File: src/rtl/fibo_seq_engine.sv
// Parametrised Fibonacci-class sequence engine: T(k)=T(k-1)+T(k-2) mod 2^WIDTH,
// streamed on a valid/ready port with per-term carry, sticky overflow and final result.
module fibo_seq_engine #(
    parameter int WIDTH = 16,
    parameter int CNT_W = 8
) (
    input  logic             CLK,
    input  logic             RST,
    input  logic             START,
    input  logic [1:0]       MODE,
    input  logic [CNT_W-1:0] N,
    input  logic [WIDTH-1:0] SEED0,
    input  logic [WIDTH-1:0] SEED1,
    input  logic             OUT_READY,
    output logic             BUSY,
    output logic             OUT_VALID,
    output logic [WIDTH-1:0] OUT_DATA,
    output logic [CNT_W-1:0] OUT_INDEX,
    output logic             OUT_OVF,
    output logic             DONE,
    output logic [WIDTH-1:0] RESULT,
    output logic             OVERFLOW
);

    typedef enum logic [1:0] {
        S_IDLE = 2'd0,
        S_EMIT = 2'd1,
        S_FIN  = 2'd2
    } state_t;

    state_t           state_q, state_d;
    logic [WIDTH-1:0] a_q, a_d;
    logic [WIDTH-1:0] b_q, b_d;
    logic             fa_q, fa_d;
    logic             fb_q, fb_d;
    logic [CNT_W-1:0] idx_q, idx_d;
    logic [CNT_W-1:0] n_q, n_d;
    logic [WIDTH-1:0] result_q, result_d;
    logic             ovf_q, ovf_d;
    logic [WIDTH:0]   sum;

    always_comb begin
        state_d  = state_q;
        a_d      = a_q;
        b_d      = b_q;
        fa_d     = fa_q;
        fb_d     = fb_q;
        idx_d    = idx_q;
        n_d      = n_q;
        result_d = result_q;
        ovf_d    = ovf_q;
        sum      = {1'b0, a_q} + {1'b0, b_q};

        case (state_q)
            S_IDLE: begin
                if (START) begin
                    n_d = N;
                    case (MODE)
                        2'b01: begin
                            a_d = WIDTH'(2);
                            b_d = WIDTH'(1);
                        end
                        2'b10: begin
                            a_d = SEED0;
                            b_d = SEED1;
                        end
                        default: begin
                            a_d = '0;
                            b_d = WIDTH'(1);
                        end
                    endcase
                    fa_d     = 1'b0;
                    fb_d     = 1'b0;
                    idx_d    = '0;
                    result_d = '0;
                    ovf_d    = 1'b0;
                    state_d  = (N != '0) ? S_EMIT : S_FIN;
                end
            end
            S_EMIT: begin
                // Registers only move on a handshake, so a stalled consumer sees stable data.
                if (OUT_READY) begin
                    ovf_d = ovf_q | fa_q;
                    if (idx_q == n_q - CNT_W'(1)) begin
                        result_d = a_q;
                        state_d  = S_FIN;
                    end else begin
                        a_d   = b_q;
                        fa_d  = fb_q;
                        b_d   = sum[WIDTH-1:0];
                        fb_d  = sum[WIDTH];
                        idx_d = idx_q + CNT_W'(1);
                    end
                end
            end
            S_FIN: begin
                state_d = S_IDLE;
            end
            default: begin
                state_d = S_IDLE;
            end
        endcase
    end

    always_ff @(posedge CLK or negedge RST) begin
        if (!RST) begin
            state_q  <= S_IDLE;
            a_q      <= '0;
            b_q      <= '0;
            fa_q     <= 1'b0;
            fb_q     <= 1'b0;
            idx_q    <= '0;
            n_q      <= '0;
            result_q <= '0;
            ovf_q    <= 1'b0;
        end else begin
            state_q  <= state_d;
            a_q      <= a_d;
            b_q      <= b_d;
            fa_q     <= fa_d;
            fb_q     <= fb_d;
            idx_q    <= idx_d;
            n_q      <= n_d;
            result_q <= result_d;
            ovf_q    <= ovf_d;
        end
    end

    assign OUT_VALID = (state_q == S_EMIT);
    assign BUSY      = (state_q != S_IDLE);
    assign DONE      = (state_q == S_FIN);
    assign OUT_DATA  = OUT_VALID ? a_q : '0;
    assign OUT_INDEX = OUT_VALID ? idx_q : '0;
    assign OUT_OVF   = OUT_VALID & fa_q;
    assign RESULT    = result_q;
    assign OVERFLOW  = ovf_q;

endmodule

File: config.mk
export PLATFORM = sky130hd
export DESIGN_NAME = fibo_seq_engine
export DESIGN_NICKNAME = d
export VERILOG_FILES = /design/src/rtl/fibo_seq_engine.sv
export SDC_FILE = /design/constraint.sdc
export NUM_CORES = 1
export LEC_CHECK = 0
export CORE_MARGIN = 3
export CORE_UTILIZATION = 52
export CTS_CLUSTER_SIZE = 10
export DETAILED_ROUTE_END_ITERATION = 10
export GPL_TIMING_DRIVEN = 0
export HOLD_SLACK_MARGIN = 0.15
export PLACE_DENSITY_LB_ADDON = 0.1
export RECOVER_POWER = 25
export SLEW_MARGIN = 30
export SYNTH_ARGS = -nofsm -noshare
export SYNTH_HDL_FRONTEND = slang
export SYNTH_SLANG_ARGS = --single-unit
File: constraint.sdc
create_clock -name CLK -period 7.6 [get_ports CLK]
set_input_delay 2.28 -clock CLK [delete_from_list [all_inputs] [get_ports CLK]]
set_output_delay 2.28 -clock CLK [all_outputs]
set_load 0.01 [all_outputs]
==> key figures, run 1 <==
Clocking
  • CTS tree: done
  • Clk Latency, worst-skew pair: about 350 ps
  • Number of buffers created by CTS: 9
  • Maximum root-to-sink buffer count: 2
  • Clk root buf: clkbuf_8
  • H-tree Lvls: 3
  • # clock sinks: 69
  • Setup bufs post-CTS: 0
  • PostCTS Resize Cnt: 0
  • Hold_buf cts: 0
  • Clock Pin Slew Worst Setup and Hold Paths: roughly 80 ps

STA
  • Minimum clock period: 5220 ps
  • Final number of hold-violating endpoints: 0
  • Slew @ Worst Pin: 2760 ps
  • Final worst-path cycle share: 0.687
  • Clk_skew: 7.56 ps
  • Fmax: between 150 and 200 MHz
  • Setup TNS: 0 ps
  • Setup violators final: 0
  • RSZ-0062 raised after global routing: no
  • Max_slew headroom: -0.839
  • Max-slew violations: 51
  • Hold WS: just over 500 ps
  • Final worst setup slack: 2380 ps

Routing
  • Detailed Routing Iterations Pass 1: 5
  • DRT iter0 DRCs: 292
  • DR WL/cell: 19.3 um
  • Routed Antenna Nets: 0
  • DR vias: about 4000
  • DRT Wirelength: approximately 13000 um
  • Via/cell ratio: about 6.2
  • DRC viols: 0

Outcome
  • Failing checks: max-capacitance violations, max-slew violations
  • Status: complete, but fails checks

Worst setup path
  • Critical Path Slowest Stage Cell: clkbuf_1
  • Max FO, Critical Path: 50
  • WP data arrival: a little over 5000 ps
  • CP top delay family: buffers and inverters
  • WP data required: 7460 ps
  • Max incr delay on CP: 2020 ps
  • Crit-path most repeated cell: clkbuf_1
  • Worst Path Buf+Inv: 2
  • Worst setup path class: in2async
  • CP startpoint kind: input port
  • Worst Setup End Kind: asynchronous set/reset pin
  • CP Cell Sequence: clkbuf_1 -> clkbuf_1

Placement
  • DP Wirelength: 9440 um
  • Port Buf Inserts: 90
  • Placement Setup Slack: roughly 3000 ps
  • RePlAce Congestion: ~0.95

Logic synthesis
  • Synth cell count leaders: 69 x dfrtp_1, 40 x nand2_1, 30 x and3_1
  • Share of the synthesized area in the top cell type: 0.403
  • Synthesis Warnings: 0
  • Netlist area before placement: 0.00428 mm^2
  • Main synth FF type: dfrtp_1
  • Largest cells by area after synthesis: dfrtp_1 40%, a221o_1 5.8%, ha_1 5.8%
  • Post-synth top area cell: dfrtp_1
  • Syn_nets: between 500 and 600
  • Distinct cells, synth: 57
  • Register bit total from synthesis: 69
  • Post-synth ARST share: 1.00
  • Most frequent cell after synthesis: dfrtp_1
  • Synth Area per Inst: 9.55 um^2
  • Synth Instances: 448
  • Post-synth EDFFs: 0
  • Sequential share of the synthesized area: 0.403

Global routing
  • Vias in the first global route: between 3000 and 4000
  • Largest net degree at the start of global routing: 51
  • First-pass GRT wire length: 20800 um
  • Global Route Usage Sum: 0.274
  • Overflow after GRT: 0
  • Initial antenna violation count: 0

Finish
  • Area growth syn-to-layout: 28.9%
  • # nets final: slightly above 600
  • Ant. Diodes: 0
  • Share of layout cells above drive strength 1: 0.0560

Floorplan
  • IO Pins: 91
  • Die Area: 0.00936 mm^2
  • DIE HEIGHT: just under 100 um
  • Core area: 0.00785 mm^2
  • Rows: 32
  • Die width: ~97 um
  • Initial Util: 0.545

Flow run
  • Max-cap violation count: 1

Power
  • Power per Cell Area: 383 mW/mm^2
  • Total Power: 0.00212 W
  • Leakage: 2.54 nW
  • Max IR drop VDD: 0.000187 V

Worst hold path
  • Worst min path class: reg2reg
-- final cells by class --
| type | instances | area (um^2) |
|---|---|---|
| multi-input combinational | 340 | 2380 |
| fill | 617 | 2330 |
| sequential | 69 | 1730 |
| timing repair buffer | 91 | 898 |
| tap | 102 | 128 |
| buffer | 27 | 126 |
| clock buffer | 9 | 124 |
| clock inverter | 6 | 88.8 |
| inverter | 12 | 45.0 |
-- power by group --
group / switching (W) / internal [W] / leakage, nW
clock: 0.000152 / 0.000183 / 0.101
sequential: 0.000140 / 0.000485 / 0.905
combinational: 0.000635 / 0.000521 / 1.54
-- cell families (layout without fill, tap and decap cells) --
kind of cell	after synthesis	in the layout	synth area share
AO/OA/AOI/OAI	126	126	0.229
AND/OR/NAND/NOR	171	171	0.217
adder cells (fa/ha/maj)	21	21	0.0631
XOR/XNOR	15	15	0.0307
multiplexers	7	7	0.0172
flip-flops	69	69	0.403
buffers and inverters	39	145	0.0400
-- path summary, 6_finish.rpt --
path,start,end,slack [ps],cells after the start
setup / recovery,RST,idx_q[2]$_DFFE_PN0P_,2380,2
hold / removal,RESULT[4]$_DFFE_PN0P_,RESULT[4]$_DFFE_PN0P_,510,1
setup reg to reg,n_q[0]$_DFFE_PN0P_,b_q[8]$_DFFE_PN0P_,4640,9
hold reg to reg,RESULT[4]$_DFFE_PN0P_,RESULT[4]$_DFFE_PN0P_,510,1
max in group CLK,state_q[1]$_DFFE_PN0P_,OUT_INDEX[7],2880,5
min in group asynchronous,RST,n_q[2]$_DFFE_PN0P_,2090,1
-- metal layers --
metal	vias to the layer above	routed length, um	global-route usage
met1	1974	5290	0.366
met2	172	6310	0.460
met5	-	0	0
met3	26	832	0.0447
li1	1878	-	-
met4	0	247	0.0810
-- cells in the final DEF (no fill, tap or decap), types with 6 or more instances in the layout --
cell             instances
a211oi_1                 6
a21oi_1                 19
a221o_1                 25
a22o_1                  18
a31oi_1                  8
and2_1                  28
and3_1                  30
clkbuf_1                24
clkbuf_8                 9
clkdlybuf4s50_1         89
dfrtp_1                 69
ha_1                    20
inv_1                   12
nand2_1                 40
nand2b_1                 7
nand3_1                 10
nor2_1                  24
nor3_1                   6
o21ai_0                 18
xnor2_1                  8
xor2_1                   7
-- registers in the layout, indices dropped and copies added, names as in the netlist --
| signal | count |
|---|---|
| RESULT | 16 |
| a_q | 16 |
| b_q | 16 |
| idx_q | 8 |
| n_q | 8 |
| state_q | 2 |
| OVERFLOW | 1 |
| fa_q | 1 |
| fb_q | 1 |
-- stage by stage --
step	util	instance area [um^2]	std cells
after floorplan	-	4280	448
after global routing	0.703	5520	656
final	0.703	5520	656
after global placement	0.676	5310	640
after detailed placement	0.680	5330	641
after CTS	0.707	5550	656
(Power assumes the default switching activity.)
==> run 2: changes to the inputs <==
- clock period: 7.6 -> 5 ns (I/O delays scaled with it)
==> run 2 against run 1 <==
Effect of this change:
- the run now ends clean
- die area is the same
- non-clock buffer count is the same
- register-to-register slack got worse by 2600 ps
- via count unchanged
- sequential cell count is the same
- first-iteration DRC count is the same
- largest power group unchanged
- sequential power grew 52%
- utilization grew 0.30 points
- power up 52%
- cell count stayed put
==> key figures, run 2 (synthesis results as in run 1) <==
Outcome
  • Status: completed

Flow run
  • Max-cap violation count: 0

STA
  • Fmax: between 200 and 300 MHz
  • Max-slew violations: 0
  • Setup TNS: 0 ps
  • Final worst-path cycle share: 0.788
  • Clk_skew: 7.56 ps
  • RSZ-0062 raised after global routing: no
  • Max_slew headroom: 0.211
  • Slew @ Worst Pin: 1180 ps
  • Setup violators final: 0
  • Final number of hold-violating endpoints: 0
  • Minimum clock period: 3940 ps

Clocking
  • Clk Latency, worst-skew pair: ~350 ps
  • Clk root buf: clkbuf_8
  • Setup bufs post-CTS: 0
  • Hold_buf cts: 0
  • H-tree Lvls: 3
  • CTS tree: done
  • Number of buffers created by CTS: 9
  • PostCTS Resize Cnt: 0
  • # clock sinks: 69
  • Maximum root-to-sink buffer count: 2
  • Clock Pin Slew Worst Setup and Hold Paths: 80 ps

Finish
  • Ant. Diodes: 0
  • Most frequent cells in the layout: 89 x clkdlybuf4s50_1, 69 x dfrtp_1, 40 x nand2_1, 30 x and3_1, 28 x and2_1
  • Fill count: 613
  • Share of layout cells above drive strength 1: 0.0578
  • Register area: 0.00173 mm^2
  • Most common cell after layout, fill and taps aside: clkdlybuf4s50_1
  • Multi-input gate area: 0.00238 mm^2
  • Finished Cell Area: 0.00554 mm^2
  • # nets final: 617
  • Area growth syn-to-layout: 29.5%

Worst setup path
  • Worst setup path class: reg2out
  • RR Startpoint: n_q[0]$_DFFE_PN0P_
  • Worst Setup End Kind: output port
  • WP data arrival: between 2000 and 2500 ps
  • WP data required: 3500 ps
  • Worst r2r path cells: 9
  • CP startpoint kind: register
  • R2R Setup Slk: about 2000 ps
  • Reg-to-reg endpoint: b_q[8]$_DFFE_PN0P_
  • Max FO, Critical Path: 10

Routing
  • Via/cell ratio: about 6.2
  • DRC viols: 0
  • DR WL/cell: 19.3 um
  • Detailed Routing Iterations Pass 1: 5
  • DR vias: just over 4000
  • DRT iter0 DRCs: 292
  • DRT Wirelength: ~13000 um
  • Routed Antenna Nets: 0

Power
  • Power per Cell Area: 581 mW/mm^2
  • Max IR drop VDD: 0.000284 V
  • Leakage: 2.55 nW

Global routing
  • First-pass GRT wire length: 20800 um
  • Global Route Usage Sum: 0.274
  • Initial antenna violation count: 0
  • Overflow after GRT: 0
  • Largest net degree at the start of global routing: 51
  • Vias in the first global route: a little under 4000

Placement
  • Port Buf Inserts: 90
  • RePlAce Congestion: 0.946
  • Area after DPL: 0.00533 mm^2
  • DP Wirelength: 9440 um

Floorplan
  • Rows: 32
  • Die Area: 0.00936 mm^2
  • Core area: 0.00785 mm^2
  • IO Pins: 91
  • DIE HEIGHT: 96.7 um
  • Die width: 96.7 um
  • Initial Util: 0.545

Worst hold path
  • Worst min path class: reg2reg
  • Hold Path Stages: 1
  • Worst Hold End: RESULT[4]$_DFFE_PN0P_
  • Hold_sp: RESULT[4]$_DFFE_PN0P_
==> run 2: changes by cell type in the layout (fill, tap and decap cells not counted) <==
cell,change
buf_16,+1
clkbuf_1,-1
==> run 2: stage by stage <==
step	power (W)	hold WS (ps)	std cells	util	worst slack, ps
finish	0.00322	515	656	0.706	1060
global route	0.00346	520	656	0.706	869
CTS	0.00320	516	656	0.707	1090
detailed placement	0.00268	497	641	0.680	1260
global placement	0.00262	490	640	0.676	104
floorplan	0.00208	465	448	-	2250
==> run 2: final cells by class <==
class / count / area share
Inverter: 12 / 0.00813
Sequential cell: 69 / 0.312
Clock inverter: 6 / 0.0160
Tap cell: 102 / 0.0230
Multi-Input combinational cell: 340 / 0.430
Timing Repair Buffer: 91 / 0.166
Clock buffer: 9 / 0.0223
Buffer: 27 / 0.0228
==> run 2: how the worst max path moves through the flow <==
stage / slack, ps / depth (start not counted) / startpoint / end
floorplan: 2250 / 7 / OUT_READY / a_q[7]$_DFFE_PN0P_
global placement: 100 / 1 / RST / b_q[12]$_DFFE_PN0P_
detailed placement: 1260 / 8 / OUT_READY / a_q[4]$_DFFE_PN0P_
CTS: 1090 / 5 / state_q[1]$_DFFE_PN0P_ / OUT_INDEX[7]
global route: 870 / 5 / state_q[1]$_DFFE_PN0P_ / OUT_INDEX[7]
finish: 1060 / 5 / state_q[1]$_DFFE_PN0P_ / OUT_INDEX[7]
==> run 2: metal layers <==
layer / wire length (um) / vias to the layer above / GRT usage / share of wire
li1: - / 1878 / - / -
met1: 5280 / 1972 / 0.366 / 0.42
met2: 6310 / 174 / 0.460 / 0.50
met3: 843 / 26 / 0.0447 / 0.066
met4: 247 / 0 / 0.0810 / 0.019
met5: 0 / - / 0 / 0
==> run 2: report_power, final <==
group,switching [W],internal [W],total (W)
sequential,0.000213,0.000737,0.000950
combinational,0.000966,0.000794,0.00176
clock,0.000230,0.000278,0.000508
total,0.00141,0.00181,0.00322
==> run 2: worst max-delay path: stages, from the launching register on <==
cell and delay, ps:
dfrtp_1 430, nand2b_1 270, inv_1 150, clkbuf_1 460
and2_1 240, clkdlybuf4s50_1 550
==> run 3: changes to the inputs <==
- clock period: 5 -> 4 ns (I/O delays scaled with it)
==> run 3 against run 2 <==
Effect of this change:
- register-to-register slack got worse by 1000 ps
- die area is the same
- count of clock-buffer cells in the layout is the same
- wire length about the same
- hold slack is essentially flat
- worst setup slack lost 700 ps
- sequential share of layout area up 0.13 points
- global-route usage unchanged
- largest power group unchanged
==> key figures, run 3 (synthesis results as in run 1) <==
Outcome
  • Status: completed

Clocking
  • Clk root buf: clkbuf_8
  • Maximum root-to-sink buffer count: 2
  • Clk Latency, worst-skew pair: 350 ps
  • Clock Pin Slew Worst Setup and Hold Paths: 80 ps
  • H-tree Lvls: 3
  • Setup bufs post-CTS: 0
  • CTS tree: done
  • # clock sinks: 69
  • Hold_buf cts: 0
  • PostCTS Resize Cnt: 0
  • Number of buffers created by CTS: 9

Flow run
  • Max-cap violation count: 0

STA
  • Clk_skew: 7.56 ps
  • Final worst setup slack: 362 ps
  • Hold WS: 515 ps
  • Max_slew headroom: 0.149
  • RSZ-0062 raised after global routing: no
  • Max-slew violations: 0
  • Minimum clock period: 3640 ps
  • Final worst-path cycle share: 0.909
  • Setup violators final: 0
  • Final number of hold-violating endpoints: 0
  • Slew @ Worst Pin: 1280 ps
  • Fmax: 275 MHz

Finish
  • Multi-input gate area: 0.00238 mm^2
  • Area growth syn-to-layout: 29.0%
  • Non-filler instance count after layout: 656
  • Fill count: 616
  • Register area: 0.00173 mm^2
  • Finished Cell Area: 0.00552 mm^2
  • Most frequent cells in the layout: 89 x clkdlybuf4s50_1, 69 x dfrtp_1, 40 x nand2_1, 30 x and3_1, 28 x and2_1
  • # nets final: 617
  • Ant. Diodes: 0
  • Share of layout cells above drive strength 1: 0.0578
  • Most common cell after layout, fill and taps aside: clkdlybuf4s50_1

Power
  • Leakage: 2.55 nW
  • Total Power: 0.00402 W
  • Power per Cell Area: roughly 730 mW/mm^2
  • Max IR drop VDD: roughly 0.00035 V

Placement
  • DP Wirelength: 9440 um
  • RePlAce Congestion: about 0.95
  • Area after DPL: between 0.005 and 0.006 mm^2
  • DP Cell Count: 641
  • Placement Setup Slack: 562 ps
  • Port Buf Inserts: 90

Routing
  • Via/cell ratio: 6.17
  • DRC viols: 0
  • DR vias: 4046
  • DRT iter0 DRCs: slightly below 300
  • Detailed Routing Iterations Pass 1: 5
  • DRT Wirelength: 12700 um
  • DR WL/cell: ~19 um
  • Routed Antenna Nets: 0

Worst setup path
  • Critical Path Slowest Stage Cell: clkdlybuf4s50_1
  • WP data arrival: roughly 2400 ps
  • WP data required: ~2800 ps
  • R2R Setup Slk: 1040 ps
  • Worst setup path class: reg2out
  • Max incr delay on CP: 550 ps
  • Worst Setup End Kind: output port
  • Max FO, Critical Path: 10
  • CP startpoint kind: register
  • CP Cell Sequence: nand2b_1 -> inv_1 -> clkbuf_1 -> and2_1 -> clkdlybuf4s50_1

Global routing
  • First-pass GRT wire length: 20800 um
  • Largest net degree at the start of global routing: 51
  • Overflow after GRT: 0
  • Vias in the first global route: 3940
  • Initial antenna violation count: 0
  • Global Route Usage Sum: 0.274

Floorplan
  • Rows: 32
  • Core area: between 0.007 and 0.008 mm^2
  • Die width: 96.7 um
  • DIE HEIGHT: 96.7 um
  • IO Pins: 91
  • Die Area: a little over 0.009 mm^2
  • Initial Util: 0.545

Worst hold path
  • Worst min path class: reg2reg
==> run 3: changes by cell type in the layout (fill, tap and decap cells not counted) <==
| cell | change |
|---|---|
| buf_16 | -1 |
| clkbuf_2 | +1 |
==> run 3: worst paths after layout <==
| check | start | endpoint | cells after the start |
|---|---|---|---|
| setup / recovery | state_q[1]$_DFFE_PN0P_ | OUT_INDEX[7] | 5 |
| hold / removal | RESULT[4]$_DFFE_PN0P_ | RESULT[4]$_DFFE_PN0P_ | 1 |
| setup reg to reg | n_q[0]$_DFFE_PN0P_ | b_q[8]$_DFFE_PN0P_ | 9 |
| hold reg to reg | RESULT[4]$_DFFE_PN0P_ | RESULT[4]$_DFFE_PN0P_ | 1 |
| max in group asynchronous | RST | idx_q[2]$_DFFE_PN0P_ | 2 |
| min in group asynchronous | RST | n_q[2]$_DFFE_PN0P_ | 1 |
==> run 3: report_power, final <==
| part | internal [W] | switching (W) |
|---|---|---|
| logic | 0.000990 | 0.00121 |
| clock network | 0.000348 | 0.000287 |
| registers | 0.000921 | 0.000267 |
| total | 0.00226 | 0.00176 |
==> run 3: final cells by class <==
| class | count | area share |
|---|---|---|
| buffer | 27 | 0.0229 |
| timing repair buffer | 91 | 0.163 |
| clock buffer | 9 | 0.0224 |
| tap | 102 | 0.0231 |
| inverter | 12 | 0.00816 |
| multi-input combinational | 340 | 0.432 |
| clock inverter | 6 | 0.0161 |
| sequential | 69 | 0.313 |
==> run 3: worst max-delay path, delay by kind of cell, from the launching register on <==
| family | cells | cell delay, ps |
|---|---|---|
| buffers and inverters | 3 | 1160 |
| flip-flops | 1 | 430 |
| AND/OR/NAND/NOR | 2 | 510 |
==> run 3: stage by stage <==
stage	TNS, ps	utilization
after floorplan	0	-
after global placement	-40880	0.676
after detailed placement	0	0.680
after CTS	0	0.707
after global routing	0	0.703
final	0	0.703
==> run 3: layer usage <==
metal,track usage,up-vias,part of all wire
met2,0.460,174,0.50
met1,0.366,1969,0.42
met4,0.0810,0,0.019
met3,0.0447,26,0.067
met5,0,-,0
li1,-,1877,-
